**src/rtl/cursor_ctrl_if.sv**
```systemverilog
// Stroke request channel from cursor_ctrl to the framebuffer painter.
// Valid/ready handshake: the request is held stable until ready is seen.
interface cursor_ctrl_if;
  logic       draw_valid_out;
  logic [9:0] draw_x_out;
  logic [8:0] draw_y_out;
  logic       draw_ready_in;

  modport master (
    output draw_valid_out,
    output draw_x_out,
    output draw_y_out,
    input  draw_ready_in
  );

  modport slave (
    input  draw_valid_out,
    input  draw_x_out,
    input  draw_y_out,
    output draw_ready_in
  );
endinterface

```
**src/rtl/cursor_ctrl.sv**
```systemverilog
// Per-frame cursor controller: clamps tracker positions, commits them at frame boundaries,
// owns cursor style settings and issues stroke requests. Optional macro: CURSOR_SMOOTH_EN.
module cursor_ctrl #(
  parameter int unsigned X_MAX       = 639,
  parameter int unsigned Y_MAX       = 359,
  parameter int unsigned NUM_COLORS  = 16,
  parameter int unsigned LOST_FRAMES = 8
) (
  input  logic                clk_in,
  input  logic                rst_in,
  input  logic                new_frame_in,
  input  logic                pos_valid_in,
  input  logic [9:0]          pos_x_in,
  input  logic [8:0]          pos_y_in,
  input  logic                btn_color_in,
  input  logic                btn_width_in,
  input  logic                btn_type_in,
  input  logic                draw_en_in,
  output logic [9:0]          x_out,
  output logic [8:0]          y_out,
  output logic [3:0]          cursor_color_out,
  output logic [2:0]          stroke_width_out,
  output logic                cursor_type_out,
  output logic                tracking_out,
  cursor_ctrl_if.master       draw
);

  localparam logic [9:0] XMax      = 10'(X_MAX);
  localparam logic [8:0] YMax      = 9'(Y_MAX);
  localparam logic [7:0] LostMax   = 8'(LOST_FRAMES);
  localparam logic [3:0] ColorLast = 4'(NUM_COLORS - 1);
  localparam logic [9:0] XHome     = 10'd320;
  localparam logic [8:0] YHome     = 9'd180;

  typedef enum logic {StIdle, StReq} stroke_st_e;

  stroke_st_e st_q, st_d;

  logic [9:0] x_q, x_d;
  logic [8:0] y_q, y_d;
  logic [9:0] pend_x_q, pend_x_d;
  logic [8:0] pend_y_q, pend_y_d;
  logic       pend_q, pend_d;
  logic [7:0] lost_q, lost_d;
  logic       tracking_q, tracking_d;
  logic [9:0] dx_q, dx_d;
  logic [8:0] dy_q, dy_d;

  logic [3:0] color_q, color_d;
  logic [2:0] width_q, width_d;
  logic       type_q, type_d;
  logic       btn_color_q, btn_width_q, btn_type_q;
  logic       color_edge, width_edge, type_edge;

  logic [9:0] clamp_x;
  logic [8:0] clamp_y;
  logic [9:0] src_x, new_x;
  logic [8:0] src_y, new_y;
  logic       commit;

  assign clamp_x = (pos_x_in > XMax) ? XMax : pos_x_in;
  assign clamp_y = (pos_y_in > YMax) ? YMax : pos_y_in;

  // A same-cycle position wins over the stored pending one at the frame boundary.
  assign commit = new_frame_in & (pend_q | pos_valid_in);
  assign src_x  = pos_valid_in ? clamp_x : pend_x_q;
  assign src_y  = pos_valid_in ? clamp_y : pend_y_q;

`ifdef CURSOR_SMOOTH_EN
  logic [10:0] sum_x;
  logic [9:0]  sum_y;

  assign sum_x = {1'b0, x_q} + {1'b0, src_x} + 11'd1;
  assign sum_y = {1'b0, y_q} + {1'b0, src_y} + 10'd1;
  // After tracking loss the old position is stale, so jump straight to the new one.
  assign new_x = (lost_q == LostMax) ? src_x : sum_x[10:1];
  assign new_y = (lost_q == LostMax) ? src_y : sum_y[9:1];
`else
  assign new_x = src_x;
  assign new_y = src_y;
`endif

  always_comb begin
    pend_d   = pend_q;
    pend_x_d = pend_x_q;
    pend_y_d = pend_y_q;
    x_d      = x_q;
    y_d      = y_q;
    lost_d   = lost_q;

    if (pos_valid_in) begin
      pend_d   = 1'b1;
      pend_x_d = clamp_x;
      pend_y_d = clamp_y;
    end

    if (new_frame_in) begin
      pend_d = 1'b0;
      if (commit) begin
        x_d    = new_x;
        y_d    = new_y;
        lost_d = 8'd0;
      end else if (lost_q < LostMax) begin
        lost_d = lost_q + 8'd1;
      end
    end

    tracking_d = (lost_d < LostMax);
  end

  always_comb begin
    st_d = st_q;
    dx_d = dx_q;
    dy_d = dy_q;
    unique case (st_q)
      StIdle: begin
        if (commit && draw_en_in && tracking_d) begin
          st_d = StReq;
          dx_d = new_x;
          dy_d = new_y;
        end
      end
      StReq: begin
        // Commits during an outstanding request are not queued; only ready ends it.
        if (draw.draw_ready_in) begin
          st_d = StIdle;
        end
      end
      default: st_d = StIdle;
    endcase
  end

  assign color_edge = btn_color_in & ~btn_color_q;
  assign width_edge = btn_width_in & ~btn_width_q;
  assign type_edge  = btn_type_in & ~btn_type_q;

  always_comb begin
    color_d = color_q;
    width_d = width_q;
    type_d  = type_q;
    if (color_edge) begin
      color_d = (color_q >= ColorLast) ? 4'd0 : color_q + 4'd1;
    end
    if (width_edge) begin
      width_d = width_q + 3'd1;
    end
    if (type_edge) begin
      type_d = ~type_q;
    end
  end

  always_ff @(posedge clk_in) begin
    if (rst_in) begin
      st_q        <= StIdle;
      x_q         <= XHome;
      y_q         <= YHome;
      pend_q      <= 1'b0;
      pend_x_q    <= 10'd0;
      pend_y_q    <= 9'd0;
      lost_q      <= LostMax;
      tracking_q  <= 1'b0;
      dx_q        <= 10'd0;
      dy_q        <= 9'd0;
      color_q     <= 4'd0;
      width_q     <= 3'd0;
      type_q      <= 1'b1;
      btn_color_q <= 1'b0;
      btn_width_q <= 1'b0;
      btn_type_q  <= 1'b0;
    end else begin
      st_q        <= st_d;
      x_q         <= x_d;
      y_q         <= y_d;
      pend_q      <= pend_d;
      pend_x_q    <= pend_x_d;
      pend_y_q    <= pend_y_d;
      lost_q      <= lost_d;
      tracking_q  <= tracking_d;
      dx_q        <= dx_d;
      dy_q        <= dy_d;
      color_q     <= color_d;
      width_q     <= width_d;
      type_q      <= type_d;
      btn_color_q <= btn_color_in;
      btn_width_q <= btn_width_in;
      btn_type_q  <= btn_type_in;
    end
  end

  assign x_out            = x_q;
  assign y_out            = y_q;
  assign cursor_color_out = color_q;
  assign stroke_width_out = width_q;
  assign cursor_type_out  = type_q;
  assign tracking_out     = tracking_q;

  assign draw.draw_valid_out = (st_q == StReq);
  assign draw.draw_x_out     = dx_q;
  assign draw.draw_y_out     = dy_q;

endmodule

```
**src/flat_wrapper.sv**
```systemverilog
// flat-port wrapper written by rule: the top's interface ports become plain ports
module cursor_ctrl_flat 
#(
  parameter int unsigned X_MAX       = 639,
  parameter int unsigned Y_MAX       = 359,
  parameter int unsigned NUM_COLORS  = 16,
  parameter int unsigned LOST_FRAMES = 8
)
  (clk_in, rst_in, new_frame_in, pos_valid_in, pos_x_in, pos_y_in, btn_color_in, btn_width_in, btn_type_in, draw_en_in, x_out, y_out, cursor_color_out, stroke_width_out, cursor_type_out, tracking_out, draw_draw_valid_out, draw_draw_x_out, draw_draw_y_out, draw_draw_ready_in);
  cursor_ctrl_if draw_i ();
  input  logic clk_in;
  input  logic rst_in;
  input  logic new_frame_in;
  input  logic pos_valid_in;
  input  logic [9:0] pos_x_in;
  input  logic [8:0] pos_y_in;
  input  logic btn_color_in;
  input  logic btn_width_in;
  input  logic btn_type_in;
  input  logic draw_en_in;
  output logic [9:0] x_out;
  output logic [8:0] y_out;
  output logic [3:0] cursor_color_out;
  output logic [2:0] stroke_width_out;
  output logic cursor_type_out;
  output logic tracking_out;
  output wire logic [$bits(draw_i.draw_valid_out)-1:0] draw_draw_valid_out;
  output wire logic [$bits(draw_i.draw_x_out)-1:0] draw_draw_x_out;
  output wire logic [$bits(draw_i.draw_y_out)-1:0] draw_draw_y_out;
  input wire logic [$bits(draw_i.draw_ready_in)-1:0] draw_draw_ready_in;
  assign draw_draw_valid_out = draw_i.draw_valid_out;
  assign draw_draw_x_out = draw_i.draw_x_out;
  assign draw_draw_y_out = draw_i.draw_y_out;
  assign draw_i.draw_ready_in = draw_draw_ready_in;
  cursor_ctrl #(.X_MAX(X_MAX), .Y_MAX(Y_MAX), .NUM_COLORS(NUM_COLORS), .LOST_FRAMES(LOST_FRAMES)) u_core (.clk_in(clk_in), .rst_in(rst_in), .new_frame_in(new_frame_in), .pos_valid_in(pos_valid_in), .pos_x_in(pos_x_in), .pos_y_in(pos_y_in), .btn_color_in(btn_color_in), .btn_width_in(btn_width_in), .btn_type_in(btn_type_in), .draw_en_in(draw_en_in), .x_out(x_out), .y_out(y_out), .cursor_color_out(cursor_color_out), .stroke_width_out(stroke_width_out), .cursor_type_out(cursor_type_out), .tracking_out(tracking_out), .draw(draw_i));
endmodule
```
**config.mk**
```make
export PLATFORM = sky130hd
export DESIGN_NAME = cursor_ctrl_flat
export DESIGN_NICKNAME = d
export VERILOG_FILES = /design/src/rtl/cursor_ctrl_if.sv /design/src/rtl/cursor_ctrl.sv /design/src/flat_wrapper.sv
export SDC_FILE = /design/constraint.sdc
export NUM_CORES = 1
export LEC_CHECK = 0
export BUFFER_PORTS_ARGS = -buffer_cell sky130_fd_sc_hd__buf_4
export CORE_UTILIZATION = 24
export DETAILED_ROUTE_END_ITERATION = 8
export SLEW_MARGIN = 0
export SYNTH_ARGS = -nofsm -noshare
export SYNTH_HDL_FRONTEND = slang
export SYNTH_SLANG_ARGS = --single-unit
```
**constraint.sdc**
```tcl
create_clock -name clk_in -period 1.7 [get_ports clk_in]
set_clock_uncertainty 0.1 [all_clocks]
set_input_delay 0.34 -clock clk_in [delete_from_list [all_inputs] [get_ports clk_in]]
set_output_delay 0.34 -clock clk_in [all_outputs]
set_load 0.02 [all_outputs]
```
==> impl_metrics.env, run 1 <==
export IMPL_place_gp_congestion=0.7302
export IMPL_initialDrtViolationCount=91
export IMPL_via_per_inst=4.324
export IMPL_dieArea_um2=12970
export IMPL_worst_slack_ps=280.2
export IMPL_cp_data_arrival_time_ps=1570
export IMPL_peakVddDrop_mv=0.5072
export IMPL_synth_top_family_by_area="simple AND/OR/NAND/NOR gates"
export IMPL_drv_slew=0
export IMPL_ios=76
export IMPL_grt_pass1_vias=2474
export IMPL_nets=448
export IMPL_antenna_found_initial=0
export IMPL_synth_top_cell_by_area="dfxtp_1"
export IMPL_wirelength_um=7307
export IMPL_cts_buffer_depth=2
export IMPL_tightest_slew_ps=416.9
export IMPL_synthCells=335
export IMPL_num_rows=40
export IMPL_die_y_um=113.9
export IMPL_cts_setup_buffers=0
export IMPL_synth_top_flop_cell="dfxtp_1"
export IMPL_htreeDepth=3
export IMPL_fmaxAchievable_mhz=704.3
export IMPL_detailed_place_hpwl_um=5461
export IMPL_ys_seq_area_frac=0.5262
export IMPL_grt_max_degree=34
export IMPL_yosysMostFrequentCell="dfxtp_1"
export IMPL_cts_clk_slew_worst_paths_ps=60
export IMPL_async_flop_share=0
export IMPL_first_pass_iters=4
export IMPL_p_per_area_nw_per_um2=1084
export IMPL_vias=2547
export IMPL_synth_adder_area_share=0.01249
export IMPL_grt_pass1_wl_um=11770
export IMPL_fin_crit_sh=0.8352
export IMPL_synth_edf_count=0
export IMPL_required_ps=1850
export IMPL_nFillCells=1286
export IMPL_post_cts_resized=0
export IMPL_hold_buffers=0
export IMPL_yosys_warnings=0
export IMPL_end_kind="flop"
export IMPL_critPathKind="reg -> reg"
export IMPL_cp_max_fo=20
export IMPL_path_cells="o21ai_2 -> nor3b_4 -> buf_12 -> nand2b_1 -> o21ai_0"
export IMPL_placed_cells=574
export IMPL_setup_viol=0
export IMPL_cp_slowest_cell="dfxtp_1"
export IMPL_synthTopCellsByArea="dfxtp_1, nor2_1, nand2_1"
export IMPL_clock_latency_ps=330
export IMPL_yosys_cell_types_count=38
export IMPL_critPathLaunchType="flop"
export IMPL_synthSimpleGateAreaFrac=0.2261
export IMPL_root_buffer="clkbuf_16"
export IMPL_status="completed"
export IMPL_cts_buffers=9
export IMPL_clock_sinks=79
export IMPL_coreArea_um2=12110
export IMPL_synthToLayoutAreaGrowth_pct=38.88
export IMPL_rsz0062_at_grt="no"
export IMPL_synth_compound_area_frac=0.1603
export IMPL_synthMuxAreaShare=0.01332
export IMPL_initial_core_util=0.2481
export IMPL_grt_use_total=0.1179
export IMPL_ant_nets=0
export IMPL_final_cells=589
export IMPL_max_stage_delay_ps=360
export IMPL_avgSynthCellArea_um2=8.971
export IMPL_cts_tree="done"
export IMPL_pre_cts_slack_ps=77.14
export IMPL_synth_top_cells_by_count="dfxtp_1, nor2_1, nand2_1"
export IMPL_slew_headroom=0.7182
export IMPL_hold_path_class="in -> reg"
export IMPL_utilization=0.3446
export IMPL_ys_ff_latch=79
export IMPL_die_w_um=113.9
export IMPL_drc=0
export IMPL_wl_per_cell_um=12.41
export IMPL_holdWs_ps=116.3
export IMPL_layout_drive_gt1_share=0.2732
export IMPL_final_hold_viol_count=0
export IMPL_setup_tns_ps=0
export IMPL_grt_overflow_total=0
export IMPL_yosys_area_share_xor_xnor=0.01749
export IMPL_leakage_nw=1.728
export IMPL_io_buffer_count=75
export IMPL_antenna_cells=0
export IMPL_max_cap_violations=0
export IMPL_fin_crit_ps=1420
export IMPL_syn_area_um2=3005
export IMPL_yosysTopAreaCellShare=0.5262
export IMPL_syn_nets=366
[power by group]
| part | total, mW | internal, mW | switching (mW) | leakage, nW |
|---|---|---|---|---|
| combinational | 0.605 | 0.276 | 0.328 | 0.934 |
| sequential | 2.01 | 1.96 | 0.0561 | 0.649 |
| clock | 1.90 | 1.21 | 0.699 | 0.145 |
[logic make-up after synthesis]
family | Yosys count
AOI/OAI and AO/OA | 72
and+or+nand+nor | 143
buffers and inverters | 28
adders and majority gates | 3
xor gates and xnor gates | 6
muxes | 4
DFF | 79
[area by class of cell]
type	instances	area [µm²]	area share
clock buffer	12	256.5	0.06145
multi-input combinational	228	1291	0.3094
inverter	7	26.28	0.006295
tap	168	210.2	0.05036
timing repair buffer	92	765.7	0.1835
clock inverter	3	42.54	0.01019
sequential	79	1582	0.3789
[state kept, by name (all words and copies together), names as in the netlist, 3 cells and up]
| name | count |
|---|---|
| u_core.cursor_color_out | 4 |
| u_core.stroke_width_out | 3 |
| u_core.y_out | 9 |
| u_core.lost_q | 8 |
| u_core.draw.draw_x_out | 10 |
| u_core.pend_x_q | 10 |
| u_core.pend_y_q | 9 |
| u_core.x_out | 10 |
| u_core.draw.draw_y_out | 9 |
[per-stage QoR]
step	total power [mW]	area (µm²)
6_report	4.524	4174
5_1_grt	4.744	4174
4_1_cts	4.598	4174
2_1_floorplan	2.389	3005
3_3_place_gp	2.657	3875
3_5_place_dp	2.668	3875
[worst paths after layout]
kind	from	slack, ps	cells past startpoint	to
worst max-delay path	u_core.pend_q	280	5	u_core.draw.draw_y_out[0]
worst min-delay path	new_frame_in	120	2	u_core.pend_q
worst max register to register	u_core.pend_q	280	5	u_core.draw.draw_y_out[0]
worst min register to register	u_core.draw.draw_y_out[6]	360	2	u_core.draw.draw_y_out[6]
[cell usage in the layout, fill, tap and decap left out, drive strengths merged, types with 4 or more instances in the layout]
cell type	n
a211o	4
a211oi	11
a21oi	28
a31oi	8
and2	4
buf	92
clkbuf	12
dfxtp	79
inv	7
mux2i	4
nand2	43
nand2b	5
nand3b	7
nor2	51
nor2b	20
nor3	4
o21ai	10
xor2	4
[routing by layer]
metal	part of all wire	track usage	wire (µm)
met1	0.47	0.1446	3431
met2	0.47	0.1951	3441
met3	0.044	0.03666	324
met4	0.015	0.04156	110
met5	0	0	0
[critical path, delay by kind of cell, from the launching register on]
| kind | cells | cell delay, ps |
|---|---|---|
| DFF | 1 | 360 |
| buffers and inverters | 1 | 200 |
| and+or+nand+nor | 2 | 380 |
| AOI/OAI and AO/OA | 2 | 290 |
No activity file was read; power rests on OpenSTA's default activity.
==> run 2, diff against run 1 <==
clock period = 1.18 ns   (was 1.7 ns; I/O delays follow)
==> impl_metrics.env, run 2 (same netlist as run 1, synthesis figures left out) <==
export IMPL_nets=474
export IMPL_io_buffer_count=75
export IMPL_max_cap_violations=0
export IMPL_cp_max_fo=6
export IMPL_slew_headroom=0.7308
export IMPL_cp_data_arrival_time_ps=1470
export IMPL_fin_crit_sh=1.117
export IMPL_met1_length_um=3691
export IMPL_ant_nets=0
export IMPL_fin_crit_ps=1319
export IMPL_worst_slack_ps=-138.6
export IMPL_wl_per_cell_um=13.54
export IMPL_die_w_um=113.9
export IMPL_reg2reg_slack_ps=-140
export IMPL_initialDrtViolationCount=101
export IMPL_die_y_um=113.9
export IMPL_critPathKind="reg -> reg"
export IMPL_grt_pass1_wl_um=13090
export IMPL_detailed_place_hpwl_um=5755
export IMPL_initial_core_util=0.2481
export IMPL_wirelength_um=8340
export IMPL_drv_slew=0
export IMPL_final_hold_viol_count=0
export IMPL_dr_wl_met3_um=439
export IMPL_placed_cells=587
export IMPL_cts_tree="done"
export IMPL_vias=2711
export IMPL_cts_buffer_depth=2
export IMPL_layout_drive_gt1_share=0.5335
export IMPL_mostFrequentLayoutCells="buf_4, dfxtp_2, nor2_1, dfxtp_1, nand2_1"
export IMPL_clock_latency_ps=330
export IMPL_final_common_cell="buf_4"
export IMPL_first_pass_iters=4
export IMPL_drc=0
export IMPL_leakage_nw=1.971
export IMPL_pre_cts_slack_ps=-256.2
export IMPL_coreArea_um2=12110
export IMPL_required_ps=1330
export IMPL_end_kind="flop"
export IMPL_antenna_cells=0
export IMPL_via_per_inst=4.401
export IMPL_hold_path_class="in -> reg"
export IMPL_grt_overflow_total=0
export IMPL_p_per_area_nw_per_um2=1415
export IMPL_htreeDepth=3
export IMPL_grt_pass1_vias=2613
export IMPL_violations="negative setup slack"
export IMPL_grt_use_total=0.1317
export IMPL_critPathLaunchType="flop"
export IMPL_grt_max_degree=31
export IMPL_cp_slowest_cell="dfxtp_4"
export IMPL_fmaxAchievable_mhz=758.4
export IMPL_cts_buffers=9
export IMPL_final_cells=616
export IMPL_critPathBufInv=2
export IMPL_rsz0062_at_grt="yes"
export IMPL_clock_sinks=79
export IMPL_hold_buffers=0
export IMPL_postLayoutCellArea_um2=4832
export IMPL_dieArea_um2=12970
export IMPL_max_stage_delay_ps=370
export IMPL_path_cells="o21ai_4 -> nor3b_4 -> buf_6 -> clkbuf_16 -> nor2_1 -> a211oi_2"
export IMPL_root_buffer="clkbuf_16"
export IMPL_synthToLayoutAreaGrowth_pct=60.78
export IMPL_num_rows=40
export IMPL_ios=76
export IMPL_status="finished, violations left"
export IMPL_tightest_slew_ps=401.0
export IMPL_wl_met2_um=4092
export IMPL_cts_clk_slew_worst_paths_ps=60
export IMPL_peakVddDrop_mv=0.7056
export IMPL_dpl_cell_area_um2=4010
export IMPL_setup_viol=41
export IMPL_place_gp_congestion=0.7252
export IMPL_top_layer="met4"
export IMPL_antenna_found_initial=0
export IMPL_crit_family="flip-flops"
-- run 2: changes by cell type in the layout (fill, tap and decap cells not counted), moves of 11 or more --
cell,change
dfxtp_1,-44
dfxtp_2,+38
buf_6,+20
nor2_1,-14
nand2_1,-11
nand2_2,+11
-- run 2: power by group --
| part | internal, mW | total, mW | switching, mW |
|---|---|---|---|
| Clock | 1.76 | 2.82 | 1.05 |
| Combinational | 0.538 | 1.09 | 0.556 |
| Sequential | 2.83 | 2.93 | 0.0990 |
-- run 2: path summary, 6_finish.rpt --
check,from,cells past startpoint,endpoint
setup / recovery,u_core.pend_q,6,u_core.draw.draw_x_out[8]
hold / removal,btn_type_in,2,u_core.btn_type_q
setup reg to reg,u_core.pend_q,6,u_core.draw.draw_x_out[8]
hold reg to reg,u_core.draw.draw_x_out[3],2,u_core.draw.draw_x_out[3]
-- run 2: what timing repair did --
item                       in CTS  in global routing
resized for setup              49                 85
pin swaps                      10                 25
setup endpoints to repair      64                 81
buffers inserted                3                  6
cloned                          2                  3
-- run 2: worst register-to-register path, delay by kind of cell (launching register included) --
| kind | cells | cell delay (ps) |
|---|---|---|
| AND/OR/NAND/NOR | 2 | 250 |
| buffers and inverters | 2 | 330 |
| flip-flops | 1 | 370 |
| AO/OA/AOI/OAI | 2 | 200 |
-- run 2: per-stage QoR --
stage          total power [mW]  hold slack, ps  setup TNS, ps  utilization
6_report                  6.839           33.96          -3574       0.3990
5_1_grt                   7.171           41.30          -6381       0.3990
4_1_cts                   6.836           20.17          -2688       0.3731
3_5_place_dp              3.895           350.9          -8304       0.3311
3_3_place_gp              3.873           349.5          -6659       0.3311
2_1_floorplan             3.471           207.8         -376.2            -
-- run 2: routing by layer --
layer,global-route usage,vias to the layer above
li1,-,1365
met1,0.1575,1274
met2,0.2248,63
met3,0.03719,9
met4,0.04848,0
met5,0,-
-- run 2: final cells by class --
type | instances | area (µm²)
Tap cell | 168 | 210.2
Inverter | 7 | 26.28
Fill cell | 1240 | 7279
Clock buffer | 12 | 256.5
Timing Repair Buffer | 118 | 1099
Clock inverter | 4 | 52.55
Sequential cell | 79 | 1652
Multi-Input combinational cell | 228 | 1536
